===== src/rtl/mc_control_fsm.sv =====
// Multi-cycle MIPS-subset control unit: Moore FSM with registered control outputs.
// pcEn is the one Mealy output; write strobes are masked while rst is high.
module mc_control_fsm (
    input  logic        clk,
    input  logic        rst,
    input  logic [5:0]  opcode,
    input  logic [5:0]  funct,
    input  logic        zero,
    output logic        iord,
    output logic        memRead,
    output logic        memWrite,
    output logic        irWrite,
    output logic        regDst,
    output logic        memToReg,
    output logic        regWrite,
    output logic        aluSrcA,
    output logic [1:0]  aluSrcB,
    output logic [2:0]  aluCtrl,
    output logic [1:0]  pcSrc,
    output logic        pcEn,
    output logic [3:0]  state,
    output logic        illegal,
    output logic [15:0] retired
);

    typedef enum logic [3:0] {
        S_FETCH    = 4'd0,
        S_DECODE   = 4'd1,
        S_MEMADR   = 4'd2,
        S_MEMRD    = 4'd3,
        S_MEMWB    = 4'd4,
        S_MEMWR    = 4'd5,
        S_RTEXEC   = 4'd6,
        S_RTWB     = 4'd7,
        S_BEQ      = 4'd8,
        S_ADDIEXEC = 4'd9,
        S_ADDIWB   = 4'd10,
        S_JUMP     = 4'd11
    } state_t;

    typedef struct packed {
        logic       iord;
        logic       mem_read;
        logic       mem_write;
        logic       ir_write;
        logic       reg_dst;
        logic       mem_to_reg;
        logic       reg_write;
        logic       alu_src_a;
        logic [1:0] alu_src_b;
        logic [2:0] alu_ctrl;
        logic [1:0] pc_src;
        logic       pc_write;
        logic       pc_write_cond;
    } ctrl_t;

    localparam logic [5:0] OP_RTYPE = 6'b000000;
    localparam logic [5:0] OP_LW    = 6'b100011;
    localparam logic [5:0] OP_SW    = 6'b101011;
    localparam logic [5:0] OP_BEQ   = 6'b000100;
    localparam logic [5:0] OP_ADDI  = 6'b001000;
    localparam logic [5:0] OP_J     = 6'b000010;

    localparam logic [2:0] ALU_ADD = 3'b010;
    localparam logic [2:0] ALU_SUB = 3'b110;
    localparam logic [2:0] ALU_AND = 3'b000;
    localparam logic [2:0] ALU_OR  = 3'b001;
    localparam logic [2:0] ALU_SLT = 3'b111;

    function automatic logic funct_known(input logic [5:0] f);
        return (f == 6'b100000) || (f == 6'b100010) || (f == 6'b100100) ||
               (f == 6'b100101) || (f == 6'b101010);
    endfunction

    function automatic logic [2:0] funct_alu(input logic [5:0] f);
        case (f)
            6'b100010: return ALU_SUB;
            6'b100100: return ALU_AND;
            6'b100101: return ALU_OR;
            6'b101010: return ALU_SLT;
            default:   return ALU_ADD;
        endcase
    endfunction

    // Control word for a state; rt_alu only matters for RTEXEC.
    function automatic ctrl_t ctrl_of(input state_t s, input logic [2:0] rt_alu);
        ctrl_t c;
        c = '0;
        case (s)
            S_FETCH: begin
                c.mem_read  = 1'b1;
                c.ir_write  = 1'b1;
                c.alu_src_b = 2'b01;
                c.alu_ctrl  = ALU_ADD;
                c.pc_write  = 1'b1;
            end
            S_DECODE: begin
                c.alu_src_b = 2'b11;
                c.alu_ctrl  = ALU_ADD;
            end
            S_MEMADR, S_ADDIEXEC: begin
                c.alu_src_a = 1'b1;
                c.alu_src_b = 2'b10;
                c.alu_ctrl  = ALU_ADD;
            end
            S_MEMRD:  begin c.iord = 1'b1; c.mem_read  = 1'b1; end
            S_MEMWB:  begin c.reg_write = 1'b1; c.mem_to_reg = 1'b1; end
            S_MEMWR:  begin c.iord = 1'b1; c.mem_write = 1'b1; end
            S_RTEXEC: begin c.alu_src_a = 1'b1; c.alu_ctrl = rt_alu; end
            S_RTWB:   begin c.reg_write = 1'b1; c.reg_dst = 1'b1; end
            S_BEQ: begin
                c.alu_src_a     = 1'b1;
                c.alu_ctrl      = ALU_SUB;
                c.pc_src        = 2'b01;
                c.pc_write_cond = 1'b1;
            end
            S_ADDIWB: c.reg_write = 1'b1;
            S_JUMP:   begin c.pc_src = 2'b10; c.pc_write = 1'b1; end
            default: ;
        endcase
        return c;
    endfunction

    state_t cur;
    state_t nxt;
    ctrl_t  ctrl;
    logic   rt_ok;
    logic   set_illegal;
    logic   retire;

    // NOTE: every always_comb output gets a default first so no path leaves it unassigned (no latch).
    always_comb begin
        nxt         = S_FETCH;
        set_illegal = 1'b0;
        retire      = 1'b0;
        case (cur)
            S_FETCH: nxt = S_DECODE;
            S_DECODE: begin
                case (opcode)
                    OP_RTYPE:     nxt = S_RTEXEC;
                    OP_LW, OP_SW: nxt = S_MEMADR;
                    OP_BEQ:       nxt = S_BEQ;
                    OP_ADDI:      nxt = S_ADDIEXEC;
                    OP_J:         nxt = S_JUMP;
                    default:      set_illegal = 1'b1;
                endcase
            end
            S_MEMADR:   nxt = (opcode == OP_LW) ? S_MEMRD : S_MEMWR;
            S_MEMRD:    nxt = S_MEMWB;
            S_RTEXEC:   if (rt_ok) nxt = S_RTWB; else set_illegal = 1'b1;
            S_ADDIEXEC: nxt = S_ADDIWB;
            S_MEMWB, S_MEMWR, S_RTWB, S_BEQ, S_ADDIWB, S_JUMP: retire = 1'b1;
            default:    nxt = S_FETCH;
        endcase
    end

    // Outputs are registered from the next state, so they are valid for the whole state.
    // NOTE: sequential state uses non-blocking assignments so all flops update together at the edge.
    always_ff @(posedge clk or posedge rst) begin
        if (rst) begin
            cur     <= S_FETCH;
            ctrl    <= ctrl_of(S_FETCH, ALU_ADD);
            rt_ok   <= 1'b0;
            illegal <= 1'b0;
            retired <= 16'd0;
        end else begin
            cur  <= nxt;
            ctrl <= ctrl_of(nxt, funct_alu(funct));
            if (cur == S_DECODE) rt_ok <= funct_known(funct);
            if (set_illegal) illegal <= 1'b1;
            if (retire) retired <= retired + 16'd1;
        end
    end

    assign state    = cur;
    assign iord     = ctrl.iord;
    assign regDst   = ctrl.reg_dst;
    assign memToReg = ctrl.mem_to_reg;
    assign aluSrcA  = ctrl.alu_src_a;
    assign aluSrcB  = ctrl.alu_src_b;
    assign aluCtrl  = ctrl.alu_ctrl;
    assign pcSrc    = ctrl.pc_src;
    assign memRead  = ctrl.mem_read  & ~rst;
    assign memWrite = ctrl.mem_write & ~rst;
    assign irWrite  = ctrl.ir_write  & ~rst;
    assign regWrite = ctrl.reg_write & ~rst;
    assign pcEn     = (ctrl.pc_write | (ctrl.pc_write_cond & zero)) & ~rst;

endmodule

===== config.mk =====
export PLATFORM = sky130hd
export DESIGN_NAME = mc_control_fsm
export DESIGN_NICKNAME = d
export VERILOG_FILES = /design/src/rtl/mc_control_fsm.sv
export SDC_FILE = /design/constraint.sdc
export NUM_CORES = 1
export LEC_CHECK = 0
export ABC_CLOCK_PERIOD_IN_PS = 5000
export BUFFER_PORTS_ARGS = -buffer_cell sky130_fd_sc_hd__buf_2
export CELL_PAD_IN_SITES_DETAIL_PLACEMENT = 1
export CELL_PAD_IN_SITES_GLOBAL_PLACEMENT = 1
export CORE_ASPECT_RATIO = 2
export CORE_MARGIN = 2
export CORE_UTILIZATION = 42
export CTS_BUF_LIST = sky130_fd_sc_hd__clkbuf_16
export CTS_CLUSTER_DIAMETER = 150
export DETAILED_ROUTE_END_ITERATION = 7
export GPL_TIMING_DRIVEN = 0
export PLACE_DENSITY = 0.85
export SETUP_SLACK_MARGIN = 0.02
export SYNTH_ARGS = -nofsm -noshare
export SYNTH_HDL_FRONTEND = slang
export SYNTH_SLANG_ARGS = --single-unit

===== constraint.sdc =====
create_clock -name clk -period 5 [get_ports clk]
set_clock_uncertainty 0.05 [all_clocks]
set_input_delay 0.5 -clock clk [delete_from_list [all_inputs] [get_ports clk]]
set_output_delay 0.5 -clock clk [all_outputs]
set_load 0.01 [all_outputs]

# == Word level (Yosys, flattened, before mapping) ==
# Index checks and enable logic that the tools add are counted.
# classes
n_div,0
multipliers,0
magnitude_cmp,0
n_bitwise,8
reduce_logical,17
n_addsub,1
muxes,22
eq_ne,32
shift,0
# op_table
op,count
== test 6 bit (second input constant),7
== test 4 x 3 -> 1 bit (second input constant),8
== test 4 bit (second input constant),8
one-hot mux 4 bit (6 select lines),1
one-hot mux 4 bit (5 select lines),1
adder 16 x 1 -> 16 bit (second input constant),1
== test 4 x 2 -> 1 bit (second input constant),4
two-way mux 1 bit,13
one-hot mux 3 bit (4 select lines),1
OR reduction 6 bit,2
OR reduction 2 bit,5
one-hot mux 3 bit (3 select lines),1
== test 4 x 1 -> 1 bit (second input constant),2
zero test 4 bit,2
OR reduction 4 bit,2
AND 1 bit,6
== test 6 x 2 -> 1 bit (second input constant),1
== test 6 x 3 -> 1 bit (second input constant),1
== test 6 x 4 -> 1 bit (second input constant),1
zero test 6 bit,1
two-way mux 3 bit,2
one-hot mux 2 bit (3 select lines),1
logical OR 1 bit,4
one-hot mux 2 bit (2 select lines),1
4 further kinds,4
# word_totals
mem_count,0
wordCells,97
ramBits,0
ff_bits,39
output_inout_bits,37
latchBits,0
mem_bits_ro,0

# == Logic depth before layout (Yosys ltp) ==
# logic_depth
word_depth,7
depth_mapped,7
mapped_depth_nobuf,6

# == Worst setup path after synthesis ==
# No wires, ideal clock.
# synth_timing
kind,input-to-reg
from,input port opcode[0]
to,register ctrl (netlist bit aluCtrl[1])
slack_ns,3.203
arrival_time_ns,1.655
cell_stages,6
path_cell_list,or2_2 -> o21a_1 -> o311a_4 -> inv_2 -> or2_1 -> a41oi_2
# synth_between
elab_chain_cells,7
word_cells_on_any_way,18
# synth_lines
item,line_no,source
from (decl),6,"input logic [5:0] opcode,"
== test 6 bit (on tied branches),"139, 148",
OR reduction 2 bit,139,case (opcode)
one-hot mux 4 bit (5 select lines),139,
one-hot mux 4 bit (6 select lines) *,136,case (cur)
named net nxt[1],125,state_t nxt;
"== test 4 x 2 -> 1 bit, or another cell as far along",89,case (s)
OR reduction 4 bit (no line),--,
one-hot mux 3 bit (3 select lines) *,89,
to (signal assigned),162,"ctrl <= ctrl_of(S_FETCH, ALU_ADD);"
to (signal assigned),168,"ctrl <= ctrl_of(nxt, funct_alu(funct));"
to (decl),126,ctrl_t ctrl;
# The timed path passes the listed nets; every way through them passes the cells marked *.
# A chain may end at the register's enable or synchronous reset.

# == Final worst setup path ==
# layout_timing
from,"register cur[0], in the netlist state[0]"
to,register retired[6]
# layout_between
elab_chain_cells,3
word_cells_on_any_way,8
# layout_lines
item,line_no,source
from (decl),124,state_t cur;
from (signal assigned),167,cur <= nxt;
== test 4 x 3 -> 1 bit or == test 4 bit (tied branches),136,
OR reduction 6 bit *,136,
two-way mux 1 bit *,136,
to (signal assigned),171,if (retire) retired <= retired + 16'd1;
to (decl),23,output logic [15:0] retired
# Every way passes the cells marked *; elsewhere a longest branch is shown, timed or not.

==> flow_metrics.tcl <==
set metrics [dict create \
    postRouteAntennaNets 0 \
    wire_per_inst_um 16.1 \
    cts_hold_buf 0 \
    worstSetupStartpointType "flop" \
    hold_path_class "in -> async" \
    antenna_found_initial 0 \
    fin_cells 283 \
    internal_power_mw 0.721 \
    worstPathArrival_ns 2.03 \
    wirelength_um 4570 \
    die_h_um 97.5 \
    outcome "complete, no violations" \
    crit_slowest_cell "dfrtp_1" \
    ioPinCount 52 \
    netlist.area_leader.share 0.450 \
    fin_area_mm2 0.00232 \
    cts_buffer_depth 2 \
    root_buffer "clkbuf_16" \
    via_count 1494 \
    grt_pass1_wl_um 7670 \
    dpl.hpwl_um 3440 \
    drt-initial-drc-count 20 \
    grt_max_degree 39 \
    core_mm2 0.00430 \
    area_growth_pct 26.4 \
    gr-usage-all-layers 0.206 \
    clkSlewWorstSetupHoldPaths_ns 0.06 \
    syn_area_mm2 0.00184 \
    period_share 0.376 \
    required_ns 5.15 \
    vias_per_cell 5.28 \
    worstPathCellList "or2b_1, a22o_1, buf_2, and3_1, buf_2, nand4_1, xnor2_1" \
    syn_area_per_cell_um2 10.8 \
    initial_core_util 0.427 \
    rsz0062_at_grt "false" \
    final.min_clock_period_ns 1.88 \
    layout.nets 244 \
    endpoint_kind "flop" \
    gp_congestion 0.872 \
    firstDrtPassIters 3 \
    yosys.cell_types.count 46 \
    leakage_nw 1.20 \
    clock_sinks 38 \
    maxCapViolCount 0 \
    cts_tree "done" \
    syn_nets 186 \
    syn_inst 170 \
    port_buffers 51 \
    ys_ff_latch 38 \
    synth_edf_count 0 \
    async_flop_share 1.00 \
    powerDensity_mw_per_mm2 445 \
    worstSetupPathType "reg -> reg" \
    drc 0 \
    synth_flop_cell "dfrtp_1" \
    row_count 34 \
    worstSkewPairLatency_ns 0.28 \
    max_slew_margin 0.485 \
    fin_tns_setup_ns 0 \
    htreeDepth 2 \
    cts_resized 0 \
    share_comb_of_total_power 0.255 \
    place_inst 275 \
    p_seq_frac 0.409 \
    fin_util 0.540 \
    slowest_delay_ns 0.49 \
    synth_area_leaders "dfrtp_1 (45%), dfstp_2 (7.2%), xnor2_1 (6.2%)" \
    cts_buffers 5 \
    post_dp_cell_area_mm2 0.00216 \
    p_sw_mw 0.313 \
    path_max_fanout 10 \
    yosysWarnings 0 \
    cts_setup_buffers 0 \
    slew_viol_final 0 \
    layout_common_cells "buf_2 (53), dfrtp_1 (33), nand2_1 (14)" \
    timing.fmax_ghz 0.532 \
    worst_slew_pin_slew_ns 0.771 \
    die_w_um 50.8 \
    clock_power_share 0.337 \
    grt_overflow 0 \
    grt_pass1_vias 1633 \
    p_sw_frac 0.303 \
    drive_above_1_share 0.371 \
    ys_seq_area_frac 0.521 \
    final_hold_viol_count 0 \
    finalSetupViolations 0 \
    ir_worst_vdd_uv 225 \
    synth_area_leader_cell "dfrtp_1" \
    nFillCells 524 \
    cp_common_cell "buf_2" \
    num_antenna_cells 0 \
    fp.dieArea_mm2 0.00495 \
    final_common_cell "buf_2" \
]
## routing by layer
metal	share of wire	global-route usage
met4	0.037	0.123
met3	0.032	0.0292
met1	0.35	0.199
met2	0.58	0.386
met5	0	0
## critical path, delay by kind of cell (launching register included)
family | cells | cell delay [ns]
AOI/OAI and AO/OA | 1 | 0.20
buffers and inverters | 2 | 0.33
xor gates and xnor gates | 1 | 0.13
DFF | 1 | 0.49
and+or+nand+nor | 3 | 0.60
## synth_stat cells (2+ instances only)
master    number
mux2_2         2
o21ai_1        2
and3_1         6
nor3b_1        3
buf_2          2
nand2b_1       2
a21oi_1        4
o21ai_0        3
o31ai_1        3
xnor2_1       13
nor2_1        12
xor2_1         5
nand4_1        2
dfrtp_1       33
buf_4          7
dfstp_2        5
nor2b_1        7
o22ai_1        2
or2_2          2
nand2_1       14
or2b_1         2
nand3_1        8
nor3_1         3
inv_1          6
## power by group through the flow
stage	Combinational (mW)	Sequential, mW	Clock, mW
2_1_floorplan	0.161	0.424	0
3_3_place_gp	0.249	0.424	0
3_5_place_dp	0.260	0.428	0
4_1_cts	0.268	0.423	0.355
5_1_grt	0.293	0.432	0.364
6_report	0.263	0.422	0.348
## registers in the layout (all words and copies together), names as in the netlist
signal,count
aluCtrl,3
aluSrcA,1
aluSrcB,2
ctrl,6
illegal,1
iord,1
memToReg,1
pcSrc,1
regDst,1
retired,16
rt_ok,1
state,4
## layout make-up
class                      count  area, µm²  share of cell area
multi-input combinational    116        791               0.341
tap                           54       67.6              0.0291
clock buffer                   5        125              0.0539
timing repair buffer          51        255               0.110
sequential                    38        957               0.412
clock inverter                 3       37.5              0.0162
buffer                         9       62.6              0.0269
inverter                       7       26.3              0.0113
## per-stage QoR
step	setup slack (ns)	hold WS, ns	power, mW
floorplan	3.20	0.454	0.586
global placement	2.95	0.404	0.673
detailed placement	2.94	0.404	0.688
CTS	3.10	0.400	1.05
global route	2.94	0.436	1.09
finish	3.12	0.366	1.03
## kinds of logic after synthesis
kind of cell / after synthesis / share of synthesized area
compound gates: 24 / 0.106
mux: 2 / 0.0123
xor+xnor: 18 / 0.0858
simple gates: 71 / 0.219
flops: 38 / 0.521
fa+ha+maj: 1 / 0.00681
buf+inv: 16 / 0.0484
## final timing paths
check                      slack [ns]          end         from  cells after the start
setup reg to reg                 3.12   retired[6]     state[0]                      7
hold / removal                   0.37        rt_ok          rst                      2
max in group asynchronous        4.05   retired[3]          rst                      2
hold reg to reg                  0.41  retired[15]  retired[15]                      1
setup / recovery                 3.12   retired[6]     state[0]                      7
min in group clk                 0.41  retired[15]  retired[15]                      1
No activity file was read; power rests on OpenSTA's default activity.
